File: src/rtl/riscv_pipe_pkg.sv
// Shared definitions for the pipeline hazard controller.
//   - Default widths and the memory-wait timeout used by pipe_hazard_ctrl.
//   - Encoding of the memory-access FSM states.
package riscv_pipe_pkg;

  localparam int DEF_REGINDEX = 5;
  localparam int DEF_TIMEOUT  = 255;
  localparam int DEF_CNTW     = 16;

  typedef enum logic {
    RUN      = 1'b0,
    MEM_WAIT = 1'b1
  } hz_state_e;

endpackage

File: src/rtl/pipe_hazard_ctrl_sat_counter.sv
// Saturating up-counter used for the hazard performance counters.
// Ports:
//   clk   - clock, rising edge
//   rst   - synchronous active-high reset, clears the count
//   inc   - add one this cycle unless already at all-ones
//   clr   - synchronous clear, wins over inc
//   count - current value
module sat_counter #(
  parameter int WIDTH = 16
) (
  input  logic             clk,
  input  logic             rst,
  input  logic             inc,
  input  logic             clr,
  output logic [WIDTH-1:0] count
);

  always_ff @(posedge clk) begin
    if (rst || clr) begin
      count <= '0;
    end else if (inc && (count != '1)) begin
      count <= count + WIDTH'(1);
    end
  end

endmodule

File: src/rtl/pipe_hazard_ctrl.sv
// Hazard controller for a five-stage pipeline. Decides, each cycle, whether
// the PC and stage registers load, stall or take a bubble, based on data-memory
// waits, EX-stage redirects and load-use dependencies. Also keeps stall/flush
// performance counters and a sticky memory-timeout flag.
// Ports:
//   clk, rst                      - clock, synchronous active-high reset
//   id_rs1/id_rs2, *_used         - sources read by the ID instruction
//   ex_rd, ex_load                - destination and load flag of the EX instruction
//   ex_redirect                   - taken branch/jump resolved in EX
//   mem_access, dmem_ready        - EX/MEM holds a memory op / memory completes it
//   dmem_req                      - data-memory request
//   pc_en .. memwb_en             - load enables for PC and stage registers
//   ifid_flush, idex_flush        - stage register loads a NOP next edge
//   perf_clr                      - clears the performance counters
//   stall_cnt, flush_cnt          - saturating counters of stall / redirect cycles
//   mem_err                       - set by a memory timeout, cleared only by rst
module pipe_hazard_ctrl
  import riscv_pipe_pkg::*;
#(
  parameter int REGINDEX = DEF_REGINDEX,
  parameter int TIMEOUT  = DEF_TIMEOUT,
  parameter int CNTW     = DEF_CNTW
) (
  input  logic                clk,
  input  logic                rst,
  input  logic [REGINDEX-1:0] id_rs1,
  input  logic [REGINDEX-1:0] id_rs2,
  input  logic                id_rs1_used,
  input  logic                id_rs2_used,
  input  logic [REGINDEX-1:0] ex_rd,
  input  logic                ex_load,
  input  logic                ex_redirect,
  input  logic                mem_access,
  input  logic                dmem_ready,
  output logic                dmem_req,
  output logic                pc_en,
  output logic                ifid_en,
  output logic                idex_en,
  output logic                exmem_en,
  output logic                memwb_en,
  output logic                ifid_flush,
  output logic                idex_flush,
  input  logic                perf_clr,
  output logic [CNTW-1:0]     stall_cnt,
  output logic [CNTW-1:0]     flush_cnt,
  output logic                mem_err
);

  localparam int WCW = (TIMEOUT > 1) ? $clog2(TIMEOUT + 1) : 1;
  localparam logic [WCW-1:0] WAIT_LAST = WCW'(TIMEOUT - 1);

  hz_state_e      state_q, state_d;
  logic [WCW-1:0] wait_cnt;
  logic           access_active;
  logic           timeout_hit;
  logic           freeze;
  logic           load_use;
  logic           redirect_cycle;

  // A timed-out access releases the freeze in the same cycle so the pipeline
  // moves on instead of hanging on a dead memory.
  always_comb begin
    access_active = ((state_q == RUN) && mem_access) || (state_q == MEM_WAIT);
    timeout_hit   = (state_q == MEM_WAIT) && (wait_cnt == WAIT_LAST) && !dmem_ready;
    freeze        = access_active && !dmem_ready && !timeout_hit;
    load_use      = ex_load && (ex_rd != '0) &&
                    ((id_rs1_used && (id_rs1 == ex_rd)) ||
                     (id_rs2_used && (id_rs2 == ex_rd)));
    redirect_cycle = !rst && !freeze && ex_redirect;
  end

  // Next state and pipeline controls. Redirect and load-use are simply not
  // acted on while frozen; their inputs are held by the frozen stages, so they
  // take effect on the cycle the freeze lifts.
  always_comb begin
    state_d    = state_q;
    dmem_req   = 1'b0;
    pc_en      = 1'b1;
    ifid_en    = 1'b1;
    idex_en    = 1'b1;
    exmem_en   = 1'b1;
    memwb_en   = 1'b1;
    ifid_flush = 1'b0;
    idex_flush = 1'b0;

    case (state_q)
      RUN:      if (mem_access && !dmem_ready) state_d = MEM_WAIT;
      MEM_WAIT: if (dmem_ready || timeout_hit) state_d = RUN;
    endcase

    if (rst) begin
      pc_en      = 1'b0;
      ifid_en    = 1'b0;
      idex_en    = 1'b0;
      exmem_en   = 1'b0;
      memwb_en   = 1'b0;
      ifid_flush = 1'b1;
      idex_flush = 1'b1;
    end else begin
      dmem_req = access_active;
      if (freeze) begin
        pc_en    = 1'b0;
        ifid_en  = 1'b0;
        idex_en  = 1'b0;
        exmem_en = 1'b0;
        memwb_en = 1'b0;
      end else if (ex_redirect) begin
        ifid_flush = 1'b1;
        idex_flush = 1'b1;
      end else if (load_use) begin
        // The bubble clears ex_load in EX, so only one stall per load.
        pc_en      = 1'b0;
        ifid_en    = 1'b0;
        idex_flush = 1'b1;
      end
    end
  end

  // wait_cnt is held at zero in RUN so it always starts from zero on entry
  // to MEM_WAIT.
  always_ff @(posedge clk) begin
    if (rst) begin
      state_q  <= RUN;
      wait_cnt <= '0;
      mem_err  <= 1'b0;
    end else begin
      state_q <= state_d;
      if (state_q == RUN) begin
        wait_cnt <= '0;
      end else begin
        wait_cnt <= wait_cnt + WCW'(1);
      end
      if (timeout_hit) begin
        mem_err <= 1'b1;
      end
    end
  end

  sat_counter #(.WIDTH(CNTW)) u_stall_cnt (
    .clk   (clk),
    .rst   (rst),
    .inc   (!pc_en),
    .clr   (perf_clr),
    .count (stall_cnt)
  );

  sat_counter #(.WIDTH(CNTW)) u_flush_cnt (
    .clk   (clk),
    .rst   (rst),
    .inc   (redirect_cycle),
    .clr   (perf_clr),
    .count (flush_cnt)
  );

endmodule

File: config.mk
export PLATFORM = sky130hd
export DESIGN_NAME = pipe_hazard_ctrl
export DESIGN_NICKNAME = d
export VERILOG_FILES = /design/src/rtl/riscv_pipe_pkg.sv /design/src/rtl/pipe_hazard_ctrl_sat_counter.sv /design/src/rtl/pipe_hazard_ctrl.sv
export SDC_FILE = /design/constraint.sdc
export NUM_CORES = 1
export LEC_CHECK = 0
export ABC_AREA = 1
export BUFFER_PORTS_ARGS = -buffer_cell sky130_fd_sc_hd__buf_2
export CAP_MARGIN = 40
export CORE_MARGIN = 1
export CORE_UTILIZATION = 48
export DETAILED_ROUTE_END_ITERATION = 12
export MAX_ROUTING_LAYER = met4
export PLACE_DENSITY_LB_ADDON = 0.1
export RECOVER_POWER = 100
export SKIP_CTS_REPAIR_TIMING = 1
export SYNTH_ARGS = -nofsm -noshare
export SYNTH_HDL_FRONTEND = slang
export SYNTH_SLANG_ARGS = --single-unit
File: constraint.sdc
create_clock -name clk -period 1.6 [get_ports clk]
set_input_delay 0 -clock clk [delete_from_list [all_inputs] [get_ports clk]]
set_output_delay 0 -clock clk [all_outputs]
set_load 0.005 [all_outputs]
* After elaboration in Yosys (flattened, before gate mapping)
Index checks and enable logic that the tools add are counted.
** Storage, ports and cells
- Bits in registers :: 42
- Latch bits :: 0
- Memories :: 0
- Bits in read-only memories :: 0
- RAM bits :: 0
- Output and inout bits :: 41
- Logic and storage cells :: 56
** Cells by class
- Bitwise gates (word level) :: 1
- Reduce and logical (&&, ||, !) cells :: 25
- $lt $le $gt $ge :: 0
- Mux-type cells :: 17
- Eq/ne operators :: 5
- Shift operators :: 0
- $add $sub $neg :: 3
- Multipliers :: 0
- Divide/modulo/power cells :: 0
** Operators with widths (count)
- 16-bit by 1-bit adder with 16-bit output (second input constant) :: 2
- 16-bit inequality test (second input constant) :: 2
- 1-bit two-way mux :: 16
- 1-bit logical AND :: 14
- 5-bit equality test :: 2
- 8-bit by 1-bit adder with 8-bit output (second input constant) :: 1
- 8-bit equality test (second input constant) :: 1
- 1-bit logical NOT :: 5
- 5-bit nonzero test :: 1
- 1-bit logical OR :: 4
- 1-bit case mux with 2 select lines :: 1
- 2-bit OR reduction :: 1
- 1-bit inverter :: 1

* Depth between registers and ports, before layout
- Depth in word-level cells :: 10
- Depth in mapped cells :: 12

* Cells and area by module
A second synthesis with hierarchy kept.
** Second synthesis, totals
- Cell total of the unflattened synthesis :: 420
- Area, all modules :: 2622.5 um2
** By module, submodules not included
- sat_counter :: sequential area each 320.3 um2, area an instance 950.9 um2, times used 2, cells each 149
- pipe_hazard_ctrl :: sequential area each 200.2 um2, area an instance 720.7 um2, times used 1, cells each 122

* Least setup slack after synthesis
No wires, ideal clock.
- Path kind :: register -> register
- Start :: register u_stall_cnt.count[0]
- End :: register u_stall_cnt.count[10]
- Data required time :: 1531 ps
- Path buffers :: 1
- Cell stages (with the launch flop) :: 11
- Data arrival time :: 1579 ps
- Library setup time :: 69 ps
- Slack :: -48 ps
- Path through :: dfxtp_1 > ha_1 > inv_1 > nor2_4 > nand3_2 > nor2_4 > nand2_4 > nand3_4 > buf_12 > nand2_1 > a21oi_2
** Between the ends
- Longest elaborated chain between the ends :: 2
- Elaborated cells between the ends (all ways) :: 3
** Ends and longest elaborated chain
- from (decl) :: RTL line pipe_hazard_ctrl_sat_counter.sv:15 : output logic [WIDTH-1:0] count
- from (signal assigned) :: RTL line pipe_hazard_ctrl_sat_counter.sv:22 : count <= count + WIDTH'(1);
- branches (longest 2 deep; another with 16-bit by 1-bit adder with 16-bit output)
Parallel ways; which one is timed is not known.
A chain may end at the register's enable or synchronous reset.

* Worst setup path after layout
- Start :: register wait_cnt[0]
- End :: output ifid_en
** Between the ends
- Longest elaborated chain between the ends :: 7
** Ends and longest elaborated chain
- from (decl) :: RTL line pipe_hazard_ctrl.sv:53 : logic [WCW-1:0] wait_cnt;
- from (signal assigned) :: RTL line pipe_hazard_ctrl.sv:131 : wait_cnt <= wait_cnt + WCW'(1);
- 8-bit equality test :: RTL line pipe_hazard_ctrl.sv:64 : timeout_hit = (state_q == MEM_WAIT) && (wait_cnt == WAIT_LAST) && !dmem_ready;
- 1-bit logical AND (2 in series) :: RTL line pipe_hazard_ctrl.sv:64
- 1-bit logical NOT :: RTL line pipe_hazard_ctrl.sv:65 : freeze = access_active && !dmem_ready && !timeout_hit;
- 1-bit logical AND :: RTL line pipe_hazard_ctrl.sv:65
- 1-bit two-way mux :: RTL line pipe_hazard_ctrl.sv:101 : if (freeze) begin
- 1-bit two-way mux :: RTL line pipe_hazard_ctrl.sv:91 : if (rst) begin
- to (decl) :: RTL line pipe_hazard_ctrl.sv:37 : output logic ifid_en,
Every way passes these cells.

==> metrics <==
synthesized cell area=2610 µm²; DR vias/cell=5.10; antenna viol nets, final=0; Max stage delay on crit path=330 ps; Final period util=108%; Core Box Area=5170 µm²; Non-Filler Instances=577; CTS HTree Levels=2; commonest non-fill, non-tap cell in the layout=nand2_1; RSZ-0062 raised after global routing=true; Diodes inserted=0; WP data required=1600 ps; CTS tree=yes; Yosys reg bits=42; hold crit path type=in -> reg; 1st-pass router iterations=5; Post-synth EDFFs=0; Overflow after GRT=0; Cell Area, Placed=3300 µm²; GRT Resource Usage Total=25.0%; Worst R2R End=u_stall_cnt.count[10]; status=complete, but fails checks; worst-margin pin slew=399 ps; Final Max Slew Viols=0; CP Data Arrival Time=1720 ps; Post-Syn Instances=396; Worst Hold Endpoint=state_q; Num CTS Buffers=5; r2r startpoint=wait_cnt[0]; crit path max fanout=8; HPWL after DPL=5040 µm; type of origin of the critical path=register; post-synthesis sequential area ratio=32.2%; Synth area leader=dfxtp_1; Synth Flop Type=dfxtp_1; Max VDD drop=0.360 mV; fin nets=534; gpl congestion=0.825; CP Capture Type=primary output; DR vias=2944; WL final=7150 µm; P&R area growth vs syn=41.4%; CP Buf/Inv Count=3; Root Driver=clkbuf_8; area share of the largest cell type after synthesis=32.2%; most frequent cells in the layout=nand2_1, buf_2, nor2_1, inv_1, buf_4; Crit-path slowest cell=dfxtp_2; CTS Sinks=42; share of cells above drive strength 1=37.1%; critical-path cell list=inv_2 > ha_4 > nand2_2 > nor2_2 > nand2_2 > a21oi_4 > nand2_4 > buf_8 > nand2_4 > buf_6; Max-slew headroom=73.2%; final hold vios=1; Post-Layout Inst Area=3690 µm²; Post-Syn Nets=424; Max clock buf depth=2; synth warn=0; initial DRC count=157; first-pass GRT wire length=10900 µm; largest cells by area after synthesis=dfxtp_1, nand2_1, nor2_1; worst hold slack=-1.44 ps; wire per inst=12.4 µm; CP delay by family, top=simple AND/OR/NAND/NOR gates; Clk pin slew, worst setup/hold paths=80 ps; failing checks=hold timing, setup timing; Fin Clk Skew=6.65 ps; f_max=581 MHz; DIE AREA=5740 µm²; largest net degree at the start of global routing=22; maxcap violations=0; Reg2Reg Depth=11; DRC Markers=0; critical path class=reg -> out; I/O pins=65; total power=2.20 mW; Worst R2R Setup Slack=-70 ps; initial core utilization=50.5%; Async SR Flop Fraction=0%; synth unique cells=31; Die Y=75.7 µm; Final Setup Violations=31; Hold Crit Depth=2; Die Span X=75.7 µm; vias in the first global route=2641; dpl cells=561; # port buffers=64; Worst Slack Setup Final=-121 ps; hold_sp=rst; Site Rows=26; syn_area_per_cell=6.59 µm²; Clk Latency, worst-skew pair=300 ps; Tmin final=1720 ps; initial antenna violation count=0; leakage dissipation=1.62 nW; Power per Cell Area=596 nW/µm²
[Yosys cell counts, types with 3 or more instances]
cell type  number
a21oi_1        21
a21oi_2         6
buf_2           6
buf_4           3
dfxtp_1        42
ha_1            4
inv_1          46
nand2_1       101
nand2_2        10
nand3_1        19
nand4_1        22
nor2_1         54
nor3_1         16
o21ai_0         7
xnor2_1         8
xor2_1          9
[worst max-delay path by stage]
stage / start / endpoint / slack, ps / cells past startpoint
after floorplan: u_flush_cnt.count[0] / u_flush_cnt.count[10] / 30 / 12
after global placement: wait_cnt[0] / u_flush_cnt.count[11] / -10 / 12
after detailed placement: wait_cnt[0] / u_flush_cnt.count[5] / -80 / 12
after CTS: wait_cnt[0] / idex_flush / -230 / 10
after global routing: u_flush_cnt.count[0] / u_flush_cnt.count[0] / -220 / 11
final: wait_cnt[0] / ifid_en / -120 / 10
[stage by stage]
stage	setup TNS (ps)	utilization [%]	hold WS [ps]	setup WS, ps
5_1_grt	-5420	71.4	15.1	-222
2_1_floorplan	0	-	29.0	28.3
4_1_cts	-1670	65.9	-76.1	-231
3_5_place_dp	-390	63.8	239	-82.7
3_3_place_gp	-16.2	63.2	234	-11.0
6_report	-1540	71.4	-1.44	-121
[kinds of logic after synthesis]
group / count (synthesis) / share of synthesized area (%)
AOI/OAI and AO/OA: 40 / 9.16
xor gates and xnor gates: 17 / 5.70
and+or+nand+nor: 233 / 41.0
adders and majority gates: 4 / 1.92
buffers and inverters: 60 / 9.97
DFF: 42 / 32.2
[cell type report]
class / count / area (µm²)
sequential: 42 / 846
timing repair buffer: 114 / 764
clock buffer: 6 / 72.6
tap: 70 / 87.6
fill: 445 / 1480
clock inverter: 2 / 37.5
multi-input combinational: 295 / 1690
inverter: 48 / 193
[routing by layer]
layer / global-route usage (%) / up-vias / part of all wire (%)
met4: 9.26 / 0 / 0.98
li1: - / 1501 / -
met3: 3.04 / 10 / 3.7
met1: 30.1 / 1353 / 44
met2: 42.7 / 80 / 51
met5: - / - / 0
[sequential cells by signal, summed over array words and instances (netlist names)]
register and flops:
state_q 1, wait_cnt 8, u_flush_cnt.count 16, mem_err 1, u_stall_cnt.count 16
[power by group]
part	total, mW	switching (mW)	internal, mW	leakage (nW)
combinational	0.305	0.173	0.132	1.23
sequential	1.05	0.00419	1.05	0.341
clock	0.840	0.374	0.466	0.0514
No activity file was read; power rests on OpenSTA's default activity.
